[src/rtl/spi_scene_frontend.sv]
`timescale 1ns/1ps
// SPI mode-0 slave loading a shadow scene register file, committed atomically to the active outputs on en_load.
// Latency: pins -> internal sck edge 3 clk; a written byte lands in shadow 1 clk after its 8th sck rise; commit 1 clk.
// Backpressure: none; the host paces bytes with sck (max clk/6); en_load in gated mode only commits with a pending request.
// Ports: clk/rst_n; cs_in/sck_in/mosi_in (async SPI in); miso_out/miso_oe; en_load (commit strobe);
//        bg_color_out, poly_*_out (packed, polygon 0 in LSBs), en_screen_out (active scene registers).
module spi_scene_frontend #(
    parameter int N_POLY       = 2,
    parameter int X_W          = 7,
    parameter int Y_W          = 6,
    parameter int COLOR_W      = 6,
    parameter int DEPTH_W      = 3,
    parameter int COMMIT_GATED = 0
) (
    input  logic                        clk,
    input  logic                        rst_n,
    input  logic                        cs_in,
    input  logic                        sck_in,
    input  logic                        mosi_in,
    output logic                        miso_out,
    output logic                        miso_oe,
    input  logic                        en_load,
    output logic [COLOR_W-1:0]          bg_color_out,
    output logic [N_POLY*COLOR_W-1:0]   poly_color_out,
    output logic [N_POLY*X_W-1:0]       v0_x_out,
    output logic [N_POLY*Y_W-1:0]       v0_y_out,
    output logic [N_POLY*X_W-1:0]       v1_x_out,
    output logic [N_POLY*Y_W-1:0]       v1_y_out,
    output logic [N_POLY*X_W-1:0]       v2_x_out,
    output logic [N_POLY*Y_W-1:0]       v2_y_out,
    output logic [N_POLY*DEPTH_W-1:0]   poly_depth_out,
    output logic [N_POLY-1:0]           poly_enable_out,
    output logic                        en_screen_out
);

    typedef enum logic [1:0] {IDLE, CMD, WDATA, RDATA} state_t;

    // Synchronisers and sck edge detection
    logic [1:0] cs_s, sck_s, mosi_s;
    logic       sck_d;
    logic       cs_sync, sck_rise, sck_fall;

    // The chip-select synchroniser resets to "deselected" so leaving reset never looks like a frame start.
    always_ff @(posedge clk or negedge rst_n) begin
        if (!rst_n) begin
            cs_s   <= 2'b11;
            sck_s  <= 2'b00;
            mosi_s <= 2'b00;
            sck_d  <= 1'b0;
        end else begin
            cs_s   <= {cs_s[0], cs_in};
            sck_s  <= {sck_s[0], sck_in};
            mosi_s <= {mosi_s[0], mosi_in};
            sck_d  <= sck_s[1];
        end
    end

    assign cs_sync  = cs_s[1];
    assign sck_rise = sck_s[1] & ~sck_d;
    assign sck_fall = ~sck_s[1] & sck_d;

    // Frame FSM, shift registers and address pointer
    state_t      state;
    logic [2:0]  bit_cnt;
    logic [6:0]  rx_sr;
    logic [7:0]  rx_byte;
    logic [7:0]  tx_sr;
    logic [6:0]  addr;
    logic        load_pend;
    logic        wr_vld;
    logic [7:0]  wr_dat;
    logic [6:0]  wr_addr;
    logic [7:0]  rd_dat;

    assign rx_byte = {rx_sr, mosi_s[1]};

    always_ff @(posedge clk or negedge rst_n) begin
        if (!rst_n) begin
            state     <= IDLE;
            bit_cnt   <= 3'd0;
            rx_sr     <= 7'd0;
            tx_sr     <= 8'd0;
            addr      <= 7'd0;
            load_pend <= 1'b0;
            wr_vld    <= 1'b0;
            wr_dat    <= 8'd0;
            wr_addr   <= 7'd0;
        end else begin
            wr_vld <= 1'b0;
            if (cs_sync) begin
                // Deselect discards any partial byte.
                state     <= IDLE;
                bit_cnt   <= 3'd0;
                rx_sr     <= 7'd0;
                tx_sr     <= 8'd0;
                load_pend <= 1'b0;
            end else begin
                if (state == IDLE)
                    state <= CMD;
                if (sck_rise) begin
                    rx_sr   <= rx_byte[6:0];
                    bit_cnt <= bit_cnt + 3'd1;
                    if (bit_cnt == 3'd7) begin
                        case (state)
                            // A rise seen while still in IDLE belongs to the command byte.
                            IDLE, CMD: begin
                                addr      <= rx_byte[6:0];
                                state     <= rx_byte[7] ? WDATA : RDATA;
                                load_pend <= ~rx_byte[7];
                            end
                            WDATA: begin
                                wr_vld  <= 1'b1;
                                wr_dat  <= rx_byte;
                                wr_addr <= addr;
                                addr    <= addr + 7'd1;
                            end
                            default: begin
                                addr      <= addr + 7'd1;
                                load_pend <= 1'b1;
                            end
                        endcase
                    end
                end
                // Falling edges either load the next read byte or shift the current one out.
                if (sck_fall) begin
                    if (load_pend) begin
                        tx_sr     <= rd_dat;
                        load_pend <= 1'b0;
                    end else begin
                        tx_sr <= {tx_sr[6:0], 1'b0};
                    end
                end
            end
        end
    end

    assign miso_out = ~cs_sync & tx_sr[7];
    assign miso_oe  = ~cs_sync;

    // Shadow register file
    logic                sh_en_screen;
    logic [COLOR_W-1:0]  sh_bg;
    logic [COLOR_W-1:0]  sh_color [N_POLY];
    logic [X_W-1:0]      sh_v0x [N_POLY];
    logic [Y_W-1:0]      sh_v0y [N_POLY];
    logic [X_W-1:0]      sh_v1x [N_POLY];
    logic [Y_W-1:0]      sh_v1y [N_POLY];
    logic [X_W-1:0]      sh_v2x [N_POLY];
    logic [Y_W-1:0]      sh_v2y [N_POLY];
    logic [DEPTH_W-1:0]  sh_depth [N_POLY];
    logic [N_POLY-1:0]   sh_enable;
    logic                pending;
    logic                commit;

    // Readback mux; unmapped addresses and absent polygons read as zero.
    always_comb begin
        rd_dat = 8'd0;
        case (addr)
            7'h00: rd_dat[1:0] = {pending, sh_en_screen};
            7'h01: rd_dat[COLOR_W-1:0] = sh_bg;
            7'h02: begin
                rd_dat[7:4] = 4'(N_POLY);
                rd_dat[0]   = pending;
            end
            default: ;
        endcase
        for (int p = 0; p < N_POLY; p++) begin
            if (addr[6:3] == 4'(p + 1)) begin
                case (addr[2:0])
                    3'd0: rd_dat[COLOR_W-1:0] = sh_color[p];
                    3'd1: rd_dat[X_W-1:0]     = sh_v0x[p];
                    3'd2: rd_dat[Y_W-1:0]     = sh_v0y[p];
                    3'd3: rd_dat[X_W-1:0]     = sh_v1x[p];
                    3'd4: rd_dat[Y_W-1:0]     = sh_v1y[p];
                    3'd5: rd_dat[X_W-1:0]     = sh_v2x[p];
                    3'd6: rd_dat[Y_W-1:0]     = sh_v2y[p];
                    default: begin
                        rd_dat[7]           = sh_enable[p];
                        rd_dat[DEPTH_W-1:0] = sh_depth[p];
                    end
                endcase
            end
        end
    end

    assign commit = en_load && ((COMMIT_GATED == 0) || pending);

    // Commit copies the pre-write shadow; a write in the same cycle stays in shadow,
    // and a commit request written in the commit cycle survives as pending.
    always_ff @(posedge clk or negedge rst_n) begin
        if (!rst_n) begin
            sh_en_screen    <= 1'b0;
            sh_bg           <= '0;
            sh_enable       <= '0;
            pending         <= 1'b0;
            for (int p = 0; p < N_POLY; p++) begin
                sh_color[p] <= '0;
                sh_v0x[p]   <= '0;
                sh_v0y[p]   <= '0;
                sh_v1x[p]   <= '0;
                sh_v1y[p]   <= '0;
                sh_v2x[p]   <= '0;
                sh_v2y[p]   <= '0;
                sh_depth[p] <= '0;
            end
            en_screen_out   <= 1'b0;
            bg_color_out    <= '0;
            poly_color_out  <= '0;
            v0_x_out        <= '0;
            v0_y_out        <= '0;
            v1_x_out        <= '0;
            v1_y_out        <= '0;
            v2_x_out        <= '0;
            v2_y_out        <= '0;
            poly_depth_out  <= '0;
            poly_enable_out <= '0;
        end else begin
            if (commit) begin
                pending         <= 1'b0;
                en_screen_out   <= sh_en_screen;
                bg_color_out    <= sh_bg;
                poly_enable_out <= sh_enable;
                for (int p = 0; p < N_POLY; p++) begin
                    poly_color_out[p*COLOR_W +: COLOR_W] <= sh_color[p];
                    v0_x_out[p*X_W +: X_W]               <= sh_v0x[p];
                    v0_y_out[p*Y_W +: Y_W]               <= sh_v0y[p];
                    v1_x_out[p*X_W +: X_W]               <= sh_v1x[p];
                    v1_y_out[p*Y_W +: Y_W]               <= sh_v1y[p];
                    v2_x_out[p*X_W +: X_W]               <= sh_v2x[p];
                    v2_y_out[p*Y_W +: Y_W]               <= sh_v2y[p];
                    poly_depth_out[p*DEPTH_W +: DEPTH_W] <= sh_depth[p];
                end
            end
            if (wr_vld) begin
                case (wr_addr)
                    7'h00: begin
                        sh_en_screen <= wr_dat[0];
                        if (wr_dat[1])
                            pending <= 1'b1;
                    end
                    7'h01: sh_bg <= wr_dat[COLOR_W-1:0];
                    default: ;
                endcase
                for (int p = 0; p < N_POLY; p++) begin
                    if (wr_addr[6:3] == 4'(p + 1)) begin
                        case (wr_addr[2:0])
                            3'd0: sh_color[p] <= wr_dat[COLOR_W-1:0];
                            3'd1: sh_v0x[p]   <= wr_dat[X_W-1:0];
                            3'd2: sh_v0y[p]   <= wr_dat[Y_W-1:0];
                            3'd3: sh_v1x[p]   <= wr_dat[X_W-1:0];
                            3'd4: sh_v1y[p]   <= wr_dat[Y_W-1:0];
                            3'd5: sh_v2x[p]   <= wr_dat[X_W-1:0];
                            3'd6: sh_v2y[p]   <= wr_dat[Y_W-1:0];
                            default: begin
                                sh_enable[p] <= wr_dat[7];
                                sh_depth[p]  <= wr_dat[DEPTH_W-1:0];
                            end
                        endcase
                    end
                end
            end
        end
    end

endmodule

[config.mk]
export PLATFORM = sky130hd
export DESIGN_NAME = spi_scene_frontend
export DESIGN_NICKNAME = d
export VERILOG_FILES = /design/src/rtl/spi_scene_frontend.sv
export SDC_FILE = /design/constraint.sdc
export NUM_CORES = 1
export LEC_CHECK = 0
export ABC_AREA = 1
export BUFFER_PORTS_ARGS = -buffer_cell sky130_fd_sc_hd__buf_2
export CAP_MARGIN = 20
export CORE_MARGIN = 4
export CORE_UTILIZATION = 50
export DETAILED_ROUTE_END_ITERATION = 10
export GPL_TIMING_DRIVEN = 1
export PLACE_DENSITY = 0.73
export SLEW_MARGIN = 20
export SYNTH_ARGS = -nofsm -noshare
export SYNTH_HDL_FRONTEND = slang
export SYNTH_SLANG_ARGS = --single-unit
[constraint.sdc]
create_clock -name clk -period 4.7 [get_ports clk]
set_input_delay 0.94 -clock clk [delete_from_list [all_inputs] [get_ports clk]]
set_output_delay 0.94 -clock clk [all_outputs]
set_load 0.05 [all_outputs]
======== Yosys cells after proc, flatten, opt, wreduce, memory -nomap -nowiden ========
Cells that the tools add are included.
operators by class
  add/sub/neg operators ................... 2
  equality and inequality tests ........... 22
  muxes and demuxes ....................... 42
  bitwise operators ....................... 8
  reductions and logical operators ........ 30
operators with widths
  kind                   count
  $pmux W3 S7            4
  $reduce_and A3 Y1      17
  $mux W8                5
  $eq A3 B3 Y1 const B   7
  $mux W7                3
  $mux W1                16
  $eq A7 B1 Y1 const B   2
  $logic_not A7 Y1       2
  $reduce_or A7 Y1       2
  $eq A3 B2 Y1 const B   4
  $mux W2                6
  $pmux W1 S3            3
  $eq A4 B1 Y1 const B   2
  $eq A4 B2 Y1 const B   2
  $add A7 B1 Y7 const B  1
  $eq A7 B2 Y1 const B   1
  $eq A3 B1 Y1 const B   2
  $logic_not A3 Y1       2
  $mux W3                2
  $not A1 Y1             5
  $pmux W1 S2            2
  $pmux W2 S2            1
  $reduce_and A2 Y1      2
  $reduce_and A4 Y1      1
  7 further kinds        10
word-level totals
  register bits ........................... 262
  input port bits ......................... 6
  output and inout port bits .............. 107

======== Logic depth before layout (Yosys ltp) ========
Gate-level depths: netlist (run 1).
  depth in word-level cells ............... 9
  depth in mapped cells ................... 14
  gate-level depth less buffers ........... 13

======== Worst setup path before layout (run 1) ========
OpenSTA, ideal clock, no wires.
  path type ............................... reg-to-output
  start ................................... reg cs_s[1]
  end ..................................... out miso_out
  arrival time ............................ 1.043 ns
  required time ........................... 3.760 ns
  path slack .............................. 2.717 ns
  stages on the path, launching flop included .. 2
  cell sequence ........................... dfstp_2 > nor2_1
between the ends
  longest elaborated chain between the ends .. 2
RTL lines
  element                 RTL line  RTL
  start, declared         39        logic [1:0] cs_s, sck_s, mosi_s;
  start signal, assigned  51        cs_s <= {cs_s[0], cs_in};
  $not A1 Y1 (no line)    --
  $and A1 B1 Y1           137       assign miso_out = ~cs_sync & tx_sr[7];
  end, declared           20        output logic miso_out,
No other way between the ends.

======== Worst setup path in the final report (run 1) ========
  start ................................... reg addr[2]
  end ..................................... reg tx_sr[2]
between the ends
  longest elaborated chain between the ends .. 7
  elaborated cells between the ends (all ways) .. 16
  those cells by class .................... eq/ne (7); mux (8); reduce/logical (1)
RTL lines
  element                                        RTL line  RTL
  start, declared                                68        logic [6:0] addr;
  start signal, assigned                         107       addr <= rx_byte[6:0];
  start signal, assigned                         115       addr <= addr + 7'd1;
  start signal, assigned                         118       addr <= addr + 7'd1;
  $eq A3 B3 Y1 (tied with other cells)           169       case (addr[2:0])
  $pmux W3 S7 / $mux W2 (equally long branches)  169, 158
  $mux W8                                        168       if (addr[6:3] == 4'(p + 1)) begin
  $mux W8 (*)                                    168
  $mux W8 (*)                                    126       if (load_pend) begin
  $mux W8 (*)                                    125       if (sck_fall) begin
  $mux W8 (*)                                    90        if (cs_sync) begin
  end signal, assigned                           127       tx_sr <= rd_dat;
  end signal, assigned                           130       tx_sr <= {tx_sr[6:0], 1'b0};
  end, declared                                  67        logic [7:0] tx_sr;
Mark *: on every way between the ends. The rest lies on a longest branch, timed or not. The select of a mux whose other input is x is not followed.
A chain may end at the register's enable or synchronous reset.

==> results of run 1 <==
layout make-up:
| cell class | count | share of cell area [%] |
|---|---|---|
| Inverter | 62 | 1.850 |
| Multi-Input combinational cell | 743 | 31.37 |
| Sequential cell | 262 | 52.14 |
| Tap cell | 280 | 2.785 |
| Clock buffer | 39 | 6.048 |
| Timing Repair Buffer | 117 | 5.053 |
| Clock inverter | 8 | 0.7460 |
state kept, by name, summed over array words and instances, names as in the netlist, 7 cells and up:
name	count
sh_v0x	14
sh_v1x	14
sh_v2x	14
v0_x_out	14
v1_x_out	14
v2_x_out	14
poly_color_out	12
sh_color	12
sh_v0y	12
sh_v1y	12
sh_v2y	12
v0_y_out	12
v1_y_out	12
v2_y_out	12
tx_sr	8
wr_dat	8
addr	7
rx_sr	7
wr_addr	7
per-layer routing:
layer	share of wire (%)	global-route usage, %	vias up
met5	0	0	-
met4	2.6	6.198	0
met3	7.6	3.485	43
met2	46	35.20	316
met1	44	33.43	3964
li1	-	-	3854
metrics by stage:
| step | setup slack (ns) | total power, mW | util, % |
|---|---|---|---|
| final | 1.873 | 4.486 | 57.82 |
| after global routing | 1.573 | 4.638 | 57.82 |
| after CTS | 1.929 | 4.529 | 57.82 |
| after detailed placement | 1.940 | 2.448 | 53.89 |
| after global placement | 2.054 | 2.446 | 53.89 |
| after floorplan | 2.717 | 2.380 | - |
Yosys cell counts:
cell type  instances  share of area, %
inv_2              2             0.068
mux2_2            95               9.7
ha_1               7              0.80
nor2_1            72               2.5
nor4_1             1             0.057
nor2_2             5              0.28
o211ai_1           3              0.20
nand2_2            2              0.11
or2_2              1             0.057
o21ai_0          132               6.0
a21oi_1           24               1.1
buf_6              4              0.41
nor3_1             5              0.23
clkinv_1           4              0.14
buf_2             27               1.2
nand3_1           41               1.9
nand2_1          328                11
nand4_1            6              0.34
o31ai_1            1             0.068
nor3_4             2              0.30
or2_0              2              0.11
o21ai_1            6              0.27
dfstp_2            2              0.48
nor2_4             3              0.31
clkbuf_1          13              0.44
o22ai_1            7              0.40
inv_1             56               1.9
dfrtp_1          260                59
buf_4              4              0.27
buf_1              1             0.034
logic make-up (layout without fill, tap and decap cells):
kind of cell             count (synthesis)  count (layout)  synth area share (%)
buffers and inverters                  111             226                 4.504
AO/OA/AOI/OAI                          173             173                 8.041
flip-flops                             262             262                 59.62
adder cells (fa/ha/maj)                  7               7                0.7961
multiplexers                            95              95                 9.725
AND/OR/NAND/NOR                        468             468                 17.31
worst max-delay path by stage:
stage | end | slack, ns | cells after the start
after floorplan | miso_out | 2.72 | 1
after global placement | tx_sr[2] | 2.05 | 11
after detailed placement | tx_sr[2] | 1.94 | 11
after CTS | tx_sr[2] | 1.93 | 11
after global routing | tx_sr[2] | 1.57 | 11
final | tx_sr[2] | 1.87 | 11
power breakdown:
| part | leakage (nW) | switching (mW) | internal [mW] | total (mW) |
|---|---|---|---|---|
| Combinational | 2.39 | 0.0996 | 0.0292 | 0.129 |
| Sequential | 3.63 | 0.00719 | 2.27 | 2.27 |
| Clock | 0.423 | 0.856 | 1.23 | 2.08 |
critical path, stage by stage (launching register included):
cell	delay, ns
dfrtp_1	0.74
inv_1	0.40
ha_1	0.51
nor2_1	0.21
nand2_1	0.20
or2_2	0.32
nand2_1	0.06
nand2_1	0.04
nand2_1	0.06
nand2_1	0.04
nand2_1	0.07
nand2_1	0.04
==> run metrics, run 1 <==
status completed; IO Port Bufs ~110; Max VDD drop 0.1819 mV; Via Count 8177; final setup fails 0; sequential-to-total area share from yosys stat 59.62%; Final min period 2.827 ns; CP Class reg2reg; H-tree depth 1; Worst Setup End Kind flop; commonest non-fill, non-tap cells in the layout nand2_1 (328), dfrtp_1 (260), o21ai_0 (132), buf_2 (110), mux2_2 (95); Synth Warn # 0; FF-to-FF Start addr[2]; Post-Syn Area per Cell ~10 µm²; commonest non-fill, non-tap cell in the layout nand2_1; mapped cell area 11000 µm²; R2R Setup Slk 1.87 ns; Rows 54; Final GP Congestion ~0.96; CP Data Required Time a little over 5 ns; number of CTS-inserted buffers 27; vias in the first global route roughly 7900; Hold Fails Final Rpt 0; num ports about 110; Slew Limit Headroom around a third; Remaining DRCs 0; Pre-antenna DRT Iters 5; post_cts resized 0; Worst Min Path Start sck_s[0]; Fin Hold WS roughly 0.35 ns; Finished Cell Area between 10000 and 15000 µm²; number of library cell types mapped by synthesis 30; ANT nets after route 0; Max Fanout on Critical Path 20; Filler cells around 1900; placed cell area between 10000 and 15000 µm²; multi-input gate area in the final layout just under 4000 µm²; Final Non-Filler Cells 1511; CTS Sinks 262; buffer levels on the longest clock path 3; Final period util 60.15%; initial antenna violation count 0; RSZ-0062 raised after global routing no; drt total wl 27780 µm; initial core utilization roughly 51%; clock slew at reported path FFs roughly 0.060 ns; number of synthesized register bits about 260; chip height ~160 µm; Worst Hold Depth 0; Initial DRC Count between 700 and 800; skew final roughly 0.013 ns; power per cell area ~360 nW/µm²; later-pin clock latency in the skew report ~0.52 ns; Die Span X around 160 µm; sequential cell area 6559 µm²; Final TNS setup 0 ns; layout cells sized above 1 a little over a fifth; Leak Pwr ~6.4 nW; Worst Tran Pin Value slightly above 1 ns; setup repair bufs after CTS 0; CTS root buffer clkbuf_16; FMAX roughly 350 MHz; die area about 24000 µm²; placed cells approximately 1500; Critical Path Start addr[2]; Final #Nets about 1200; Critical R2R Capture tx_sr[2]; largest net degree at the start of global routing roughly 130; DR vias/cell 5.412; Reg2Reg Depth 11; synth-to-layout area growth 14.34%; syn_nets ~1100; CP Data Arrival Time approximately 3.2 ns; Hold Path Sink sck_s[1]; Mapped Cells between 1000 and 1500; drt wl/cell 18.39 µm; # diodes 0; Slew Limit Fails 0; Core ar. about 22000 µm²; Hold Path Class reg2reg; first-pass GRT wire length about 44000 µm; global-route congestion overflow total 0; Detail Placement HPWL roughly 19000 µm; cts hold-fix bufs 0; CTS tree yes; MaxCap Viol Count 0; Tot GR Track Use between 20% and 30%; startpoint types flop
Power figures use the tool's default switching activity.
==> run 2: changes to the inputs <==
Settings changed: ABC_AREA 1 to 0, PLACE_DENSITY 0.73 to 0.76.
Clock period 4.7 ns to 2.6 ns, I/O delays scaled along.
==> run 2 against run 1 <==
  * Register-to-register slack worse by 1.6 ns
  * Hold slack worse by 0.26 ns
  * Fmax is 24% higher
  * Wire length is 1.3% lower
  * Largest cell class unchanged
  * Largest power group is now clock
  * Highest routed layer unchanged
==> run metrics, run 2 <==
commonest non-fill, non-tap cell in the layout dfrtp_1 (was nand2_1); FMAX 437.2 MHz (was 353.7 MHz); top area cells in the synthesized netlist dfrtp_1 (59%), mux2_2 (24%), nand2_1 (1.8%), a222oi_1 (1.3%), a21oi_1 (1.1%) (was dfrtp_1 (59%), nand2_1 (11%), mux2_2 (9.7%), o21ai_0 (6.0%), nor2_1 (2.5%)); Internal Power 6.707 mW (was 3.523 mW); syn_nets 804 (was 1129); GR peak layer met2 (unchanged); Slowest-stage cell, CP dfrtp_1 (unchanged); Synth Warn # 0 (unchanged); Post-synth top cells dfrtp_1 (260), mux2_2 (233), nand2_1 (54) (was nand2_1 (328), dfrtp_1 (260), o21ai_0 (132)); synth-to-layout area growth 16.94% (was 14.34%); post_cts resized 0 (unchanged); Logic pwr share 2.2% (was 2.9%); Tot Pwr 8.419 mW (was 4.486 mW); global-route congestion overflow total 0 (unchanged); Worst Setup End Kind flop (unchanged); RSZ-0062 raised after global routing no (unchanged); H-tree depth 1 (unchanged); number of library cell types mapped by synthesis 55 (was 30); Tot GR Track Use 22.77% (was 22.61%); placed cells 1145 (was 1464); Final min period 2.288 ns (was 2.827 ns); Slew Limit Fails 0 (unchanged); NetSw 1.713 mW (was 962.8 µW); power per cell area 655.7 nW/µm² (was 356.6 nW/µm²); Post-synth EDFFs 0 (unchanged); die area 24400 µm² (was 24440 µm²); Finished Cell Area 12840 µm² (was 12580 µm²); mapped cell area 10980 µm² (was 11000 µm²); sequential cell area 6559 µm² (unchanged); IO Port Bufs 112 (unchanged); grt met2 use 35.48% (was 35.20%); Leak Pwr 6.651 nW (was 6.442 nW); Max Fanout on Critical Path 19 (was 20); Final period util 87.98% (was 60.15%); multi-input gate area in the final layout 4154 µm² (was 3946 µm²); Max VDD drop 0.4859 mV (was 0.1819 mV); Switching Fraction 20.34% (was 21.46%); chip height 156.2 µm (was 156.3 µm); Detail Placement HPWL 19330 µm (was 19290 µm); # diodes 0 (unchanged); startpoint types flop (unchanged); CP Data Required Time 3.01 ns (was 5.11 ns); Initial DRC Count 640 (was 771); CTS Sinks 262 (unchanged); Slew Limit Headroom 38.41% (was 32.62%); Via Count 7094 (was 8177); sequential-to-total area share from yosys stat 59.73% (was 59.62%); MaxCap Viol Count 0 (unchanged); initial antenna violation count 0 (unchanged); top-count cell post-synth dfrtp_1 (was nand2_1); drt total wl 27420 µm (was 27780 µm); Final GP Congestion 0.9387 (was 0.9565); Final #Nets 912 (was 1226); skew final 0.01074 ns (was 0.01328 ns); later-pin clock latency in the skew report 0.53 ns (was 0.52 ns); Clock power frac 49.1% (was 46.4%); crit path setup slack, layout 0.3125 ns (was 1.873 ns); Pre-antenna DRT Iters 5 (unchanged); Hold Fails Final Rpt 0 (unchanged); Place WS 0.3413 ns (was 1.940 ns); Die Span X 156.2 µm (was 156.3 µm); Final TNS setup 0 ns (unchanged); met3 Use GR 2.802% (was 3.485%); Final Non-Filler Cells 1194 (was 1511); CP max stage delay 0.41 ns (was 0.74 ns); initial core utilization 51.58% (was 50.56%); Filler cells 1630 (was 1894); Util after Layout 60.32% (was 57.82%); CP Class reg2reg (unchanged); clock slew at reported path FFs 0.06 ns (about the same); first-pass GRT wire length 43390 µm (was 44150 µm); DR vias/cell 5.941 (was 5.412); final setup fails 0 (unchanged); CTS tree yes (unchanged); CTS root buffer clkbuf_16 (unchanged); layout cells sized above 1 46.46% (was 21.77%); Worst Tran Pin Value 0.9238 ns (was 1.011 ns); ys flop type dfrtp_1 (unchanged); ANT nets after route 0 (unchanged); Post-synth ARST share 100.0% (unchanged); drt wl/cell 22.96 µm (was 18.39 µm); Core ar. 21290 µm² (was 21760 µm²); buffer levels on the longest clock path 3 (unchanged); sequential share of power 48.7% (was 50.7%); largest net degree at the start of global routing 59 (was 128); Hold Path Class in2reg (was reg2reg); Mapped Cells 791 (was 1116); CP Data Arrival Time 2.69 ns (was 3.24 ns); met1 track demand over resource 33.77% (was 33.43%); Yosys top cell by area dfrtp_1 (unchanged); placed cell area 11860 µm² (was 11720 µm²); Rows 53 (was 54); commonest non-fill, non-tap cells in the layout dfrtp_1 (260), mux2_2 (233), buf_2 (110), nand2_1 (54), clkbuf_16 (27) (was nand2_1 (328), dfrtp_1 (260), o21ai_0 (132), buf_2 (110), mux2_2 (95)); Post-Syn Area per Cell 13.88 µm² (was 9.857 µm²); Remaining DRCs 0 (unchanged); number of CTS-inserted buffers 26 (was 27); status completed (unchanged); Fin Hold WS 0.09723 ns (was 0.3524 ns); top-area cell type share of the netlist area 59.25% (was 59.14%); vias in the first global route 7251 (was 7883); number of synthesized register bits 262 (unchanged); crit path cell chain inv_1 > ha_1 > buf_4 > a222oi_1 > mux2i_1 > a221o_1 > a211oi_1 > o21ai_1 (was inv_1 > ha_1 > nor2_1 > nand2_1 > or2_2 > nand2_1 > nand2_1 > nand2_1 > nand2_1 > nand2_1 > nand2_1); num ports 113 (unchanged)
## run 2: cell count changes after synthesis, sizes merged, moves of 7 or more
cell,previous run,this run
buf,36,25
a222oi,0,14
clkbuf,13,26
nand2,330,55
and3,0,9
inv,58,9
a221oi,0,7
a22oi,0,9
o21ai,138,27
mux2,95,236
nand3,41,9
nor2,80,13
## run 2: cells by family (layout without fill, tap and decap cells)
family,count (synthesis),count (layout),share of synthesized area (%)
xor+xnor,1,1,0.07978
flops,262,262,59.73
fa+ha+maj,7,7,0.7976
mux,240,240,24.57
buf+inv,60,188,2.438
simple gates,111,111,5.458
compound gates,110,110,6.928
## run 2: repair_timing
| item | 4_1_cts | 5_1_grt |
|---|---|---|
| hold endpoints to repair | 52 | 0 |
| hold buffers | 1 | 0 |
| buffers inserted | 0 | 0 |
## run 2: critical path, delay by kind of cell, from the launching register on
kind,cells,cell delay (ns)
mux,1,0.19
compound gates,4,0.89
fa+ha+maj,1,0.32
buf+inv,2,0.36
flops,1,0.41
## run 2: worst paths after layout
path | slack [ns] | to | depth (start not counted) | start
max in group asynchronous | 1.34 | cs_s[1] | 3 | rst_n
worst max register to register | 0.31 | tx_sr[1] | 8 | addr[0]
min in group asynchronous | 0.55 | v1_y_out[4] | 2 | rst_n
worst max-delay path | 0.31 | tx_sr[1] | 8 | addr[0]
worst min register to register | 0.35 | mosi_s[1] | 0 | mosi_s[0]
worst min-delay path | 0.1 | cs_s[0] | 1 | cs_in
## run 2: power by group through the flow
stage                     registers [mW]  logic [mW]  clock network, mW
after floorplan                     4.17      0.0731                  0
after global placement              4.17       0.189                  0
after detailed placement            4.17       0.190                  0
after CTS                           4.10       0.192               4.23
after global routing                4.10       0.210               4.39
final                               4.10       0.185               4.14
## run 2: routing by layer
metal | wire (µm) | vias up
met4 | 952 | 0
met3 | 1707 | 65
met1 | 12050 | 3640
met2 | 12710 | 273
li1 | - | 3116
met5 | 0 | -
## run 2: layout make-up
type	instances	area share, %
clock inverters	14	1.617
multi-input cells	469	32.35
repair buffers	131	6.080
well taps	275	2.680
flip-flops and latches	262	51.08
clock buffers	34	5.934
inverters	9	0.2631
